===== config.mk =====
export PLATFORM = sky130hd
export DESIGN_NAME = bs_pipe_shift_rotate
export DESIGN_NICKNAME = d
export VERILOG_FILES = /design/src/rtl/bs_pipe_shift_rotate.sv
export SDC_FILE = /design/constraint.sdc
export NUM_CORES = 1
export LEC_CHECK = 0
export BUFFER_PORTS_ARGS = -buffer_cell sky130_fd_sc_hd__buf_2
export CAP_MARGIN = 20
export CORE_MARGIN = 3
export CORE_UTILIZATION = 45
export CTS_BUF_LIST = sky130_fd_sc_hd__clkbuf_8
export CTS_CLUSTER_SIZE = 20
export DETAILED_ROUTE_END_ITERATION = 12
export GPL_TIMING_DRIVEN = 0
export SETUP_SLACK_MARGIN = 0.15
export SYNTH_ARGS = -nofsm -noshare
export SYNTH_HDL_FRONTEND = slang
export SYNTH_SLANG_ARGS = --single-unit

===== constraint.sdc =====
create_clock -name i_clk -period 2 [get_ports i_clk]
set_input_delay 0.2 -clock i_clk [delete_from_list [all_inputs] [get_ports i_clk]]
set_output_delay 0.2 -clock i_clk [all_outputs]
set_load 0.01 [all_outputs]

===== src/rtl/bs_pipe_shift_rotate.sv =====
// Pipelined barrel shifter: rotate, logical shift or arithmetic shift by 0..WIDTH-1.
// One registered stage per shift-amount bit, with valid/ready flow control on both sides.
module bs_pipe_shift_rotate #(
    parameter  int WIDTH = 32,
    localparam int SHW   = $clog2(WIDTH)
) (
    input  logic             i_clk,
    input  logic             i_rst,
    input  logic             i_valid,
    output logic             o_ready,
    input  logic [WIDTH-1:0] i_data,
    input  logic [SHW-1:0]   i_amt,
    input  logic             i_left,
    input  logic [1:0]       i_mode,
    output logic             o_valid,
    input  logic             i_ready,
    output logic [WIDTH-1:0] o_data
);

    typedef enum logic [1:0] {
        MODE_ROT = 2'b00,
        MODE_LSH = 2'b01,
        MODE_ASH = 2'b10,
        MODE_LSX = 2'b11
    } mode_e;

    // Per-stage registered state
    logic [SHW-1:0]   valid_q;
    logic [WIDTH-1:0] data_q [SHW];
    logic [SHW-1:0]   amt_q  [SHW];
    logic [1:0]       mode_q [SHW];
    logic [SHW-1:0]   left_q;
    logic [SHW-1:0]   sign_q;

    // Per-stage inputs (stage 0 from ports, stage k from stage k-1)
    logic [SHW-1:0]   in_valid;
    logic [WIDTH-1:0] in_data [SHW];
    logic [SHW-1:0]   in_amt  [SHW];
    logic [1:0]       in_mode [SHW];
    logic [SHW-1:0]   in_left;
    logic [SHW-1:0]   in_sign;
    logic [WIDTH-1:0] next_data [SHW];
    logic [SHW-1:0]   load;

    // Shift or rotate a word by a fixed stage distance s (1 <= s < WIDTH).
    // Left arithmetic falls through to zero fill; only right arithmetic uses the sign bit.
    function automatic logic [WIDTH-1:0] stage_op(
        input logic [WIDTH-1:0] d,
        input int unsigned      s,
        input logic             left,
        input logic [1:0]       mode,
        input logic             sign
    );
        logic [WIDTH-1:0] ones;
        logic [WIDTH-1:0] r;
        ones = '1;
        if (left) begin
            r = d << s;
            if (mode == MODE_ROT) r = r | (d >> (WIDTH - s));
        end else begin
            r = d >> s;
            if (mode == MODE_ROT) r = r | (d << (WIDTH - s));
            else if (mode == MODE_ASH && sign) r = r | ~(ones >> s);
        end
        return r;
    endfunction

    // Route each stage's input and compute its conditional shift by 2^k
    always_comb begin
        in_valid   = '0;
        in_left    = '0;
        in_sign    = '0;
        in_valid[0] = i_valid;
        in_data[0]  = i_data;
        in_amt[0]   = i_amt;
        in_mode[0]  = i_mode;
        in_left[0]  = i_left;
        in_sign[0]  = i_data[WIDTH-1];
        for (int unsigned k = 1; k < SHW; k++) begin
            in_valid[k] = valid_q[k-1];
            in_data[k]  = data_q[k-1];
            in_amt[k]   = amt_q[k-1];
            in_mode[k]  = mode_q[k-1];
            in_left[k]  = left_q[k-1];
            in_sign[k]  = sign_q[k-1];
        end
        for (int unsigned k = 0; k < SHW; k++) begin
            if (in_amt[k][0])
                next_data[k] = stage_op(in_data[k], 32'd1 << k, in_left[k], in_mode[k], in_sign[k]);
            else
                next_data[k] = in_data[k];
        end
    end

    // Stage k may load when downstream is ready or any stage from k to the end is empty;
    // written as a reduction rather than a chained recurrence so no signal feeds itself.
    always_comb begin
        load = '0;
        for (int unsigned k = 0; k < SHW; k++) begin
            logic full;
            full = 1'b1;
            for (int unsigned j = k; j < SHW; j++) full = full & valid_q[j];
            load[k] = i_ready | ~full;
        end
    end

    // Pipeline registers; payload only captured for valid words, bubbles leave it untouched
    always_ff @(posedge i_clk) begin
        if (i_rst) begin
            valid_q <= '0;
            left_q  <= '0;
            sign_q  <= '0;
            for (int unsigned k = 0; k < SHW; k++) begin
                data_q[k] <= '0;
                amt_q[k]  <= '0;
                mode_q[k] <= '0;
            end
        end else begin
            for (int unsigned k = 0; k < SHW; k++) begin
                if (load[k]) begin
                    valid_q[k] <= in_valid[k];
                    if (in_valid[k]) begin
                        data_q[k] <= next_data[k];
                        amt_q[k]  <= in_amt[k] >> 1;
                        mode_q[k] <= in_mode[k];
                        left_q[k] <= in_left[k];
                        sign_q[k] <= in_sign[k];
                    end
                end
            end
        end
    end

    assign o_ready = load[0];
    assign o_valid = valid_q[SHW-1];
    assign o_data  = data_q[SHW-1];

endmodule

# Word level (Yosys, flattened, before mapping)
# Memories as Yosys holds them, arrays and structs flattened.
# Index checks and enable logic that the tools add are counted.
[totals]
regBits = 13
mem_bits_rw = 190
out_inout_bits = 34
mem_count = 3
[mem_list]
columns = ["name", "depth", "word_bits", "rd", "rd_clocked_by_memory_dff", "wr", "line", "rtl"]
rows = [
  ["data_q", 5, 32, 5, 0, 5, "29", "logic [WIDTH-1:0] data_q [SHW];"],
  ["amt_q", 5, 4, 4, 0, 5, "30", "logic [SHW-1:0] amt_q [SHW];"],
  ["mode_q", 5, 2, 4, 0, 5, "31", "logic [1:0] mode_q [SHW];"],
]
[op_classes]
eq_ne = 5
mux = 62
bitwise_logic = 44
reduce_logical = 14
[ops]
columns = ["cell", "count"]
rows = [
  ["32-bit 2-to-1 mux", 30],
  ["16-bit by 32-bit bitwise OR with 32-bit output", 1],
  ["24-bit by 32-bit bitwise OR with 32-bit output", 1],
  ["28-bit by 32-bit bitwise OR with 32-bit output", 1],
  ["30-bit by 32-bit bitwise OR with 32-bit output", 1],
  ["31-bit by 32-bit bitwise OR with 32-bit output", 1],
  ["32-bit by 1-bit bitwise OR with 32-bit output", 1],
  ["32-bit by 2-bit bitwise OR with 32-bit output", 1],
  ["32-bit by 4-bit bitwise OR with 32-bit output", 1],
  ["32-bit by 8-bit bitwise OR with 32-bit output", 1],
  ["1-bit 2-to-1 mux", 22],
  ["4-bit 2-to-1 mux", 5],
  ["1-bit bitwise OR", 20],
  ["1-bit bitwise AND", 10],
  ["2-bit == test, second input constant", 5],
  ["2-bit logical NOT", 5],
  ["2-bit 2-to-1 mux", 5],
  ["2-bit AND reduction", 4],
  ["1-bit logical AND", 5],
  ["1-bit NOT", 5],
]

# Depth between registers and ports, before layout
[logic_depth]
depth_word = 10
depth_mapped = 8
mapped_depth_nobuf = 4

# Least setup slack after synthesis
# No wires, ideal clock.
[synth_timing]
path_type = "register to register"
from = "register valid_q[4]"
to = "memory amt_q[0][0] (netlist name), enable pin"
arrival_ns = 1.713
setup_slack_ns = -0.236
path_stages_with_launch = 4
path_buffers = 0
cell_sequence = "dfxtp_1 > nand3b_1 > o21ai_0 > nand2b_1"
[synth_rtl]
columns = ["item", "line", "rtl"]
rows = [
  ["from (decl)", "28", "logic [SHW-1:0] valid_q;"],
  ["from (signal, indexed assignment)", "121", "valid_q[k] <= in_valid[k];"],
  ["to (decl)", "30", ""],
]

==> key figures <==
Power and ir drop
  – PD cells: 764 nW/um^2
  – Net Sw Power: 2.79 mW
  – Clk network pwr share: 27.7%
  – Seq pwr share: 52.8%
  – Max VDD drop: 0.360 mV
  – Sw Ratio: 28.9%
  – LEAKAGE: 4.45 nW
  – Internal: 6.87 mW
  – Combinational power share: 19.5%

Route
  – Pre-antenna DRT Iters: 5
  – Routed vias: 7476
  – WL/cell: 18.9 um
  – Remaining DRCs: 0
  – Final wirelength: 26.1 mm
  – Final ANT Viol Nets: 0
  – Avg Vias per Cell: 5.42
  – Iter 0 DRT Violations: 459

Cells and area
  – Final-stage net count: 1098
  – Commonest cells after routing, fill and taps aside: edfxtp_1, nor2_1, mux2i_1
  – Fill count: 2073
  – Antenna Cells: 0
  – Utilization after layout: 55.0%
  – Layout cell share with drive strength beyond 1: 30.3%
  – Area delta synth->final: 18.6%
  – Commonest non-fill, non-tap cell in the layout: edfxtp_1
  – Storage element area: 5610 um^2
  – Multi-input gate area: 4670 um^2

GRT
  – Antenna violations before repair: 0
  – Total Routing Usage GR: 19.9%
  – First-pass GRT wire length: 40.3 mm
  – Largest net degree at the start of global routing: 39
  – GRT overflow: 0
  – Number of global-route vias before repair: 7236

Die
  – Site Rows: 55
  – Initial Utilization: 46.4%
  – Die ar.: 25600 um^2
  – Die width: 160 um
  – Die Y: 160 um
  – Core Area: 23000 um^2
  – I/O pin cnt: 78

STA
  – RSZ-0062 raised after global routing: yes
  – Worst Tran Pin Value: 0.807 ns
  – Fin Setup TNS: 0 ns
  – Pins Over Slew Limit: 0
  – Setup violations, final: 0
  – Tcrit/Tclk final: 95.7%
  – Endpoints failing hold: 0
  – Clock skew: 0.0143 ns
  – Slew margin rel.: 46.2%
  – Min Tclk post-route: 1.91 ns
  – F_max: 522 MHz

Synth
  – Yosys reg bits: 191
  – Mapped Cells: 941
  – Seq/Total Area, Yosys: 52.6%
  – Syn nets: 985
  – Cells taking the most area after synthesis: edfxtp_1, a211oi_2, mux2i_1, nor2_1, nor2b_1
  – Yosys top cell area share: 50.1%
  – Synthesized area per cell: 11.3 um^2
  – Cell taking the most area after synthesis: edfxtp_1
  – Yosys cell types: 34
  – Yosys warns: 0
  – Mapped cell area: 10700 um^2

Worst setup path
  – Critical path type: flip-flop to flip-flop
  – Setup crit start kind: flip-flop
  – CP Data Required Time: 2.21 ns
  – CP endpoint kind: flip-flop
  – Crit path max fanout: 8
  – Worst path arrival time: 2.12 ns

Placement
  – PortBufs: 75
  – Dpl hpwl: 19.2 mm
  – GPL Wtd Cong: 0.985

Clocking
  – Worst skew pair latency: 0.47 ns
  – Num CTS Buffers: 17
  – Root Driver: clkbuf_8
  – Sink Count: 191
  – Maximum buffer depth of the clock tree: 2
  – TritonCTS clock tree: done
  – Clk slew on worst S/H paths: 0.10 ns
  – H-tree levels: 4

Flow run
  – Max Cap Viol: 0

Hold path
  – Hold Crit Class: input port to flip-flop

Run status
  – Outcome: finished clean
critical path, cell delays in order (launching register included):
cell and delay, ns:
dfxtp_2 0.33, buf_6 0.11, or2_1 0.22, a22oi_2 0.14, o22a_1 0.18, buf_6 0.16
buf_12 0.13, clkbuf_16 0.17, buf_12 0.16, a211oi_4 0.04
synthesized netlist by cell type (all sizes together):
| cell | number |
|---|---|
| o21bai | 1 |
| nor4bb | 1 |
| o22a | 1 |
| nand3b | 1 |
| mux2i | 106 |
| a31oi | 1 |
| a21oi | 23 |
| or2 | 1 |
| edfxtp | 178 |
| a22oi | 1 |
| a211oi | 115 |
| buf | 67 |
| and2 | 2 |
| a21o | 1 |
| o311ai | 3 |
| nor3 | 17 |
| nand3 | 17 |
| nand2b | 21 |
| nor2 | 178 |
| nor2b | 46 |
| clkbuf | 46 |
| inv | 4 |
| nand2 | 52 |
| a311oi | 26 |
| o21a | 1 |
| o21ai | 18 |
| dfxtp | 13 |
metrics by stage:
step	cell area [um^2]	setup WS (ns)	hold slack (ns)	power [mW]	cells
floorplan	10700	0.221	0.321	6.23	941
global placement	11500	-0.166	0.441	6.74	1329
detailed placement	11500	-0.175	0.454	6.78	1330
CTS	12200	0.0991	0.00223	9.52	1373
global route	12600	0.0263	0.0209	10.1	1380
finish	12600	0.0852	0.0301	9.67	1380
timing repair:
| action | 4_1_cts | 5_1_grt |
|---|---|---|
| setup buffers | 7 | 2 |
| hold buffers | 2 | 0 |
| endpoints found under the hold margin | 2 | 0 |
| cloned | 3 | 7 |
| pin swaps | 2 | 12 |
| endpoints found under the setup margin | 274 | 309 |
| gates resized for setup | 42 | 78 |
power by group through the flow:
stage / sequential, mW / clock, mW / combinational, mW
2_1_floorplan: 5.05 / 0 / 1.18
3_3_place_gp: 5.18 / 0 / 1.56
3_5_place_dp: 5.19 / 0 / 1.59
4_1_cts: 5.10 / 2.72 / 1.71
5_1_grt: 5.13 / 2.88 / 2.05
6_report: 5.10 / 2.68 / 1.89
layer usage:
metal	GRT usage [%]	share of wire, %	vias to the layer above
met2	35.7	52	212
met3	2.44	3.2	60
met1	23.9	41	3562
met5	0	0	-
li1	-	-	3642
met4	9.07	4.1	0
cell type report:
cell class,instances,area share (%)
Buffer,110,6.35
Clock buffer,17,1.85
Clock inverter,15,1.41
Inverter,4,0.119
Multi-Input combinational cell,634,36.9
Sequential cell,191,44.3
Tap cell,313,3.10
Timing Repair Buffer,96,5.92
final timing paths:
kind,slack (ns),cells past startpoint,endpoint,startpoint
worst min-delay path,0.03,2,amt_q[0][0],i_amt[1]
worst max-delay path,0.09,9,data_q[0][80],valid_q[2]
worst max register to register,0.09,9,data_q[0][80],valid_q[2]
worst min register to register,0.47,2,sign_q[3],sign_q[3]
sequential cells by signal (all words and copies together), names as in the netlist:
register / count
data_q: 160
left_q: 4
sign_q: 4
mode_q: 8
amt_q: 10
valid_q: 5
cells by family after synthesis:
family                 count (synthesis)  share of synthesized area (%)
DFF                                  191                           52.6
AOI/OAI and AO/OA                    191                           17.0
muxes                                106                           9.95
and+or+nand+nor                      336                           14.1
buffers and inverters                117                           6.44
(Power assumes the default switching activity.)
